[config.mk]
export PLATFORM = sky130hd
export DESIGN_NAME = instr_fetch_unit
export DESIGN_NICKNAME = d
export VERILOG_FILES = /design/src/rtl/instr_fetch_unit.sv
export SDC_FILE = /design/constraint.sdc
export NUM_CORES = 1
export LEC_CHECK = 0
export CAP_MARGIN = 20
export CELL_PAD_IN_SITES_DETAIL_PLACEMENT = 1
export CELL_PAD_IN_SITES_GLOBAL_PLACEMENT = 1
export CORE_MARGIN = 3
export CORE_UTILIZATION = 39
export CTS_BUF_LIST = sky130_fd_sc_hd__clkbuf_8 sky130_fd_sc_hd__clkbuf_16
export DETAILED_ROUTE_END_ITERATION = 10
export PLACE_DENSITY = 0.76
export SLEW_MARGIN = 20
export SYNTH_ARGS = -nofsm -noshare
export SYNTH_HDL_FRONTEND = slang
export SYNTH_SLANG_ARGS = --single-unit
[constraint.sdc]
create_clock -name clk -period 1.85 [get_ports clk]
set_input_delay 0.37 -clock clk [delete_from_list [all_inputs] [get_ports clk]]
set_output_delay 0.37 -clock clk [all_outputs]
set_load 0.005 [all_outputs]
[src/rtl/instr_fetch_unit.sv]
// Two-byte instruction fetch stage: reads opcode/operand from a registered-output RAM and hands them to decode.
// Optional one-entry prefetch holding register enabled by defining FETCH_PREFETCH_EN.
module instr_fetch_unit #(
  parameter int ADDR_WIDTH = 8,
  parameter int DATA_WIDTH = 8,
  parameter logic [ADDR_WIDTH-1:0] RESET_PC = '0
) (
  input  logic                  clk,
  input  logic                  rst,
  input  logic                  fetch_en,
  output logic [ADDR_WIDTH-1:0] mem_addr,
  output logic                  mem_re,
  input  logic [DATA_WIDTH-1:0] mem_rdata,
  output logic                  inst_valid,
  input  logic                  inst_ready,
  output logic [DATA_WIDTH-1:0] inst_op,
  output logic [DATA_WIDTH-1:0] inst_arg,
  output logic [ADDR_WIDTH-1:0] inst_pc,
  input  logic                  redirect_valid,
  input  logic [ADDR_WIDTH-1:0] redirect_pc
);
  // state   | meaning
  // IDLE    | fetch disabled, nothing in flight
  // A_REQ   | opcode address presented to RAM
  // A_WAIT  | opcode returning from RAM
  // B_REQ   | operand address presented to RAM
  // B_WAIT  | operand returning from RAM
  // PRESENT | instruction offered to decode
  typedef enum logic [2:0] {IDLE, A_REQ, A_WAIT, B_REQ, B_WAIT, PRESENT} state_t;

  state_t                  state, state_nxt;
  logic [ADDR_WIDTH-1:0]   pc;
  logic [ADDR_WIDTH-1:0]   fetch_pc;
  logic [DATA_WIDTH-1:0]   fetch_op;
  logic [DATA_WIDTH-1:0]   out_op, out_arg;
  logic [ADDR_WIDTH-1:0]   out_pc;

`ifdef FETCH_PREFETCH_EN
  logic                    out_valid;
  logic                    hold_full;
  logic [DATA_WIDTH-1:0]   hold_op, hold_arg;
  logic [ADDR_WIDTH-1:0]   hold_pc;

  assign inst_valid = out_valid;
  // A full holding register blocks the next opcode request until decode drains it.
  assign mem_re     = (state == A_REQ && !hold_full) || (state == B_REQ);
`else
  assign inst_valid = (state == PRESENT);
  assign mem_re     = (state == A_REQ) || (state == B_REQ);
`endif

  assign mem_addr = pc;
  assign inst_op  = out_op;
  assign inst_arg = out_arg;
  assign inst_pc  = out_pc;

  always_comb begin
    state_nxt = state;
    case (state)
      IDLE:    if (fetch_en) state_nxt = A_REQ;
`ifdef FETCH_PREFETCH_EN
      A_REQ: begin
        if (!hold_full)     state_nxt = A_WAIT;
        else if (!fetch_en) state_nxt = PRESENT;
      end
`else
      A_REQ:   state_nxt = A_WAIT;
`endif
      A_WAIT:  state_nxt = B_REQ;
      B_REQ:   state_nxt = B_WAIT;
`ifdef FETCH_PREFETCH_EN
      B_WAIT:  state_nxt = fetch_en ? A_REQ : PRESENT;
      PRESENT: begin
        if (fetch_en)                                   state_nxt = A_REQ;
        else if (out_valid && inst_ready && !hold_full) state_nxt = IDLE;
      end
`else
      B_WAIT:  state_nxt = PRESENT;
      PRESENT: if (inst_ready) state_nxt = fetch_en ? A_REQ : IDLE;
`endif
      default: state_nxt = IDLE;
    endcase
    if (redirect_valid) state_nxt = fetch_en ? A_REQ : IDLE;
  end

  always_ff @(posedge clk or posedge rst) begin
    if (rst) begin
      state    <= IDLE;
      pc       <= RESET_PC;
      fetch_pc <= RESET_PC;
      fetch_op <= '0;
      out_op   <= '0;
      out_arg  <= '0;
      out_pc   <= RESET_PC;
`ifdef FETCH_PREFETCH_EN
      out_valid <= 1'b0;
      hold_full <= 1'b0;
      hold_op   <= '0;
      hold_arg  <= '0;
      hold_pc   <= RESET_PC;
`endif
    end else begin
      state <= state_nxt;
      if (redirect_valid) begin
        // Any RAM data still in flight is simply never captured.
        pc <= redirect_pc;
`ifdef FETCH_PREFETCH_EN
        out_valid <= 1'b0;
        hold_full <= 1'b0;
`endif
      end else begin
        case (state)
          A_REQ:   if (mem_re) fetch_pc <= pc;
          A_WAIT: begin
            fetch_op <= mem_rdata;
            pc       <= pc + ADDR_WIDTH'(1);
          end
          B_WAIT:  pc <= pc + ADDR_WIDTH'(1);
          default: ;
        endcase
`ifdef FETCH_PREFETCH_EN
        if (state == B_WAIT) begin
          if (!out_valid || inst_ready) begin
            out_op    <= fetch_op;
            out_arg   <= mem_rdata;
            out_pc    <= fetch_pc;
            out_valid <= 1'b1;
          end else begin
            hold_op   <= fetch_op;
            hold_arg  <= mem_rdata;
            hold_pc   <= fetch_pc;
            hold_full <= 1'b1;
          end
        end else if (out_valid && inst_ready) begin
          if (hold_full) begin
            out_op    <= hold_op;
            out_arg   <= hold_arg;
            out_pc    <= hold_pc;
            hold_full <= 1'b0;
          end else begin
            out_valid <= 1'b0;
          end
        end
`else
        if (state == B_WAIT) begin
          out_op  <= fetch_op;
          out_arg <= mem_rdata;
          out_pc  <= fetch_pc;
        end
`endif
      end
    end
  end
endmodule
# Word level (Yosys, flattened, before mapping)
# Cells that the tools add are included.
[totals] regBits=51 input_bits=21 elab_cells=31
[op_classes] addsub=1 n_eq_ne=7 mux=7 n_bitwise=1 reduce_logical=8
[op_table] operator="case mux 3 bit (6 select lines)" n=1
[op_table] operator="two-way mux 8 bit" n=2
[op_table] operator="two-way mux 3 bit" n=3
[op_table] operator="adder 8 x 1 -> 8 bit, second input constant" n=1
[op_table] operator="equality test 3 x 2 -> 1 bit, second input constant" n=2
[op_table] operator="equality test 3 bit, second input constant" n=2
[op_table] operator="AND reduction 2 bit" n=3
[op_table] operator="equality test 3 x 1 -> 1 bit, second input constant" n=1
[op_table] operator="logical NOT 3 bit" n=1
[op_table] operator="!= test 3 x 1 -> 1 bit, second input constant" n=1
[op_table] operator="!= test 3 bit, second input constant" n=1
[op_table] operator="AND reduction 3 bit" n=1
[op_table] operator="nonzero test 2 bit" n=1
[op_table] operator="OR reduction 2 bit" n=1
[op_table] operator="logical OR 1 bit" n=1
[op_table] operator="two-way mux 1 bit" n=1
[op_table] operator="NOT 1 bit" n=1

# Logic depth before layout (Yosys ltp)
[depth] word_depth=4 mapped_depth=6 mapped_depth_nobuf=4

# Least setup slack after synthesis
# Ideal clock, no wire load.
[synth_timing] kind="input port to flip-flop" start="input port redirect_valid" end="register out_arg[0] (netlist: inst_arg[0])" setup_time_ns=0.125 arrival_time_ns=1.469 required_time_ns=1.725 slack_ns=0.256 path_stages=4 cell_sequence="buf_4 nor4b_4 buf_4 mux2_2"
[synth_via] elab_chain_len=2
[synth_rtl] item="from (decl)" line_no="19" source="input logic redirect_valid,"
[synth_rtl] item="NOT 1 bit (no line)"
[synth_rtl] item="AND reduction 2 bit (no line)"
[synth_rtl] item="to (signal assigned)" line_no="147" source="out_arg <= mem_rdata;"
[synth_rtl] item="to (decl)" line_no="35" source="logic [DATA_WIDTH-1:0] out_op, out_arg;"
# Every way passes these cells.
# A chain may end at the register's enable or synchronous reset.

# Worst setup path after layout
[layout_timing] start="register state[2]" end="output port mem_re"
[layout_via] elab_chain_len=2 word_cells_on_any_way=3 cone_classes="eq/ne (2); reduce/logical (1)"
[layout_rtl] item="from (decl)" line_no="31" source="state_t state, state_nxt;"
[layout_rtl] item="from (signal assigned)" line_no="103" source="state <= state_nxt;"
[layout_rtl] item="equality test 3 x 1 -> 1 bit / equality test 3 x 2 -> 1 bit (equally long branches)" line_no="49" source="assign mem_re = (state == A_REQ) || (state == B_REQ);"
[layout_rtl] item="logical OR 1 bit *" line_no="49"
[layout_rtl] item="to (decl)" line_no="12" source="output logic mem_re,"
# Mark *: on every way between the ends. The rest lies on a longest branch, timed or not.

==> reports/results.md <==
| Metric | Reported |
| --- | --- |
| Root Buffer Master | sky130_fd_sc_hd__clkbuf_8 |
| Level count of the clock H-tree | 2 |
| Biggest area consumer among synthesized cells | sky130_fd_sc_hd__dfrtp_1 |
| Reg2reg end | fetch_op[4] |
| Mux contribution to synthesized area | 19.83% |
| Part of the total power dissipated in combinational logic | 32.9% |
| Number of buffers inserted during clock tree synthesis | 5 |
| Post-synth EDFFs | 0 |
| Clk buf depth | 2 |
| Most instantiated cells after synthesis | 51 x sky130_fd_sc_hd__dfrtp_1, 40 x sky130_fd_sc_hd__mux2_2, 7 x sky130_fd_sc_hd__or4_1 |
| Later-pin clock latency in the skew report | 300 ps |
| Synth cell types | 34 |
| Quantity of I/O buffers inserted on ports | 54 |
| CTS tree | built |
| Least-Margin Pin Slew | 416.1 ps |
| Fraction of synthesized cell area in xor and xnor cells | 1.212% |
| Max VDD drop | 0.6248 mV |
| Mean Syn Cell Area | 14.11 um2 |
| Fraction of the mapped netlist area in simple logic gates | 12.84% |
| Sinks on Clock Net | 51 |
| Row cnt | 27 |
| Die footprint | 6774 um2 |
| Final number of max-transition violations | 0 |
| Weighted congestion reported at the end of routability-driven placement | 0.7201 |
| Fraction of registers with async set/reset | 100.0% |
| Switching power of the nets | 1.036 mW |
| Post-CTS clock slew at the launch and capture registers of the worst setup and hold paths | 100 ps |
| Global-route wire length before repair | 8873 um |
| Initial antenna violation count | 0 |
| Routed vias/inst | 5.199 |
| Post-Syn Area | 2271 um2 |
| Power per cell area | 1231 nW/um2 |
| Number of cells on the worst reg-to-reg path | 5 |
| Overall via count from detail_route | 1570 |
| Final hold viol count | 0 |
| Cells after Synth | 161 |
| Area contributors post-synth | sky130_fd_sc_hd__dfrtp_1 56%, sky130_fd_sc_hd__mux2_2 20%, sky130_fd_sc_hd__or4_1 2.3% |
| Share of synthesized area occupied by flip-flops and latches | 56.20% |
| First-pass iteration count of the detailed router | 4 |
| Critical-path maximum fanout | 3 |
| Layout filler cell count | 586 |
| Worst hold path type | in2async |
| Setup WS pre-CTS | -90.29 ps |
| Post-synth top flop | sky130_fd_sc_hd__dfrtp_1 |
| Utilization of the core after routing | 55.65% |
| Fraction of the mapped netlist area in compound gates | 5.399% |
| Remaining Overflow, GRT | 0 |
| Highest attainable clock frequency | 566.3 MHz |
| Share of cells above drive strength 1 | 33.48% |
| Clk network pwr share | 20.6% |
| Overall Global Routing Usage | 17.56% |
| Area occupied by multi-input gates | 904.6 um2 |
| Core box area | 5574 um2 |
| Part of the total power dissipated in sequential elements | 46.5% |
| Max Cap Viol | 0 |
| Number of routed nets with antenna violations | 0 |
| Yosys Warn Count | 0 |
| Chip Height | 82.31 um |
| Unrepaired setup endpoints after global routing | false |
| DRC marker count from the first detailed-route iteration | 33 |
| Worst endpoint required time | 1480 ps |
| Clock Skews | 6.033 ps |
| Setup violations, final | 0 |
| Wire length after detailed routing | 5335 um |
| P&R area growth vs syn | 36.58% |
| DIE WIDTH | 82.31 um |
| Share of synthesized cell area in full adder, half adder and majority cells | 0.5510% |
| Fin crit share | 95.46% |
| Nature of the critical path startpoint | register |
| Worst slew margin | 72.26% |
| Combinational family with the most area after synthesis | multiplexers |
| Share of the synthesized area in the top cell type | 56.20% |
| Number of remaining DRC errors | 0 |
| Net count, final | 251 |
| Ports | 55 |
| Final antenna diode count | 0 |
| Routed wire length per instance | 17.67 um |
| Status | finished clean |
| Final WS setup | 84.07 ps |
| Starting density of the core | 40.74% |
| Detailed-placement wirelength estimate | 3970 um |
| Critical path class | reg2out |
| Pin count of the biggest net entering global routing | 52 |
| Setup crit end kind | output port |
| Internal power consumption | 2.784 mW |
| Vias in the first global route | 1733 |
| Synthesized netlist net count | 183 |
| Seq. cell area | 1280 um2 |
| Final period demand of the worst path | 1766 ps |
| Leakage power | 1.307 nW |
| Reg2Reg Setup Slack | 190 ps |
| Crit path arrival time | 1400 ps |
| Most frequently used cell type in the post-synthesis netlist | sky130_fd_sc_hd__dfrtp_1 |
| Post-synthesis sequential element count | 51 |
| Switching power as a share of total power | 27.11% |
| End point of the critical path | mem_re |
| Launch point of the critical path | state[2] |
| Reg2reg start | state[2] |
timing repair:
| item | CTS | global route |
|---|---|---|
| pin swaps | 1 | 0 |
| hold buffers | 0 | 0 |
| endpoints found under the setup margin | 2 | 1 |
| buffers inserted | 5 | 1 |
| resized for setup | 4 | 0 |
power groups by stage:
| stage | sequential [mW] | combinational (mW) | clock [mW] |
|---|---|---|---|
| floorplan | 1.75 | 0.586 | 0 |
| global placement | 1.79 | 1.16 | 0 |
| detailed placement | 1.83 | 1.22 | 0 |
| CTS | 1.78 | 1.27 | 0.809 |
| global route | 1.84 | 1.37 | 0.864 |
| finish | 1.77 | 1.26 | 0.787 |
cells by family (layout without fill, tap and decap cells):
group / Yosys count / in the layout
buffers and inverters: 13 / 82
multiplexers: 40 / 40
AND/OR/NAND/NOR: 37 / 37
flip-flops: 51 / 51
AO/OA/AOI/OAI: 18 / 18
adder cells (fa/ha/maj): 1 / 1
XOR/XNOR: 1 / 1
placed cells by master, fill, tap and decap left out, types with 4 or more instances in the layout:
| cell type | n |
|---|---|
| sky130_fd_sc_hd__nand3_1 | 5 |
| sky130_fd_sc_hd__clkdlybuf4s50_1 | 53 |
| sky130_fd_sc_hd__o31ai_1 | 4 |
| sky130_fd_sc_hd__a31oi_1 | 4 |
| sky130_fd_sc_hd__or4_1 | 7 |
| sky130_fd_sc_hd__dfrtp_1 | 48 |
| sky130_fd_sc_hd__clkbuf_8 | 5 |
| sky130_fd_sc_hd__nand2_1 | 6 |
| sky130_fd_sc_hd__nor2_1 | 4 |
| sky130_fd_sc_hd__buf_4 | 13 |
| sky130_fd_sc_hd__mux2_2 | 40 |
stage by stage:
stage	total power [mW]	setup TNS, ps	hold WS [ps]	cell area (um2)	instances
floorplan	2.334	0	475.0	2271	161
global route	4.070	0	450.8	3102	302
detailed placement	3.047	-2206	493.9	2939	288
finish	3.819	0	422.6	3102	302
global placement	2.953	-1570	483.9	2939	288
CTS	3.868	0	422.4	3094	301
flip-flops by register name, indices dropped and copies added, names as in the netlist:
| signal | count |
|---|---|
| fetch_op | 8 |
| fetch_pc | 8 |
| inst_arg | 8 |
| inst_op | 8 |
| inst_pc | 8 |
| mem_addr | 8 |
| state | 3 |
worst max-delay path, stage by stage (launching register included):
cell and delay, ps:
sky130_fd_sc_hd__dfrtp_2 450, sky130_fd_sc_hd__nor2b_4 130, sky130_fd_sc_hd__clkdlybuf4s50_1 510
worst min path at each step:
stage / depth (start not counted) / from / end
final: 3 / rst / fetch_pc[7]
after global placement: 1 / fetch_op[6] / fetch_op[6]
after floorplan: 1 / fetch_op[0] / fetch_op[0]
after CTS: 3 / rst / fetch_op[6]
after detailed placement: 1 / fetch_pc[2] / fetch_pc[2]
after global routing: 3 / rst / fetch_pc[7]
layout make-up:
cell class / count / area share, %
clock inverters: 3 / 1.493
flip-flops and latches: 51 / 41.27
multi-input cells: 97 / 29.17
inverters: 4 / 0.4841
well taps: 72 / 2.904
clock buffers: 5 / 2.219
repair buffers: 70 / 22.47
layer usage:
metal  GRT usage, %  share of wire, %  up-vias
met5              0                 0        -
met4          6.977               2.0        0
met3          3.145               3.1        9
met2          32.21                57       35
met1          19.99                38      805
li1               -                 -      721
Note: power is estimated with default switching activity, not from simulation.
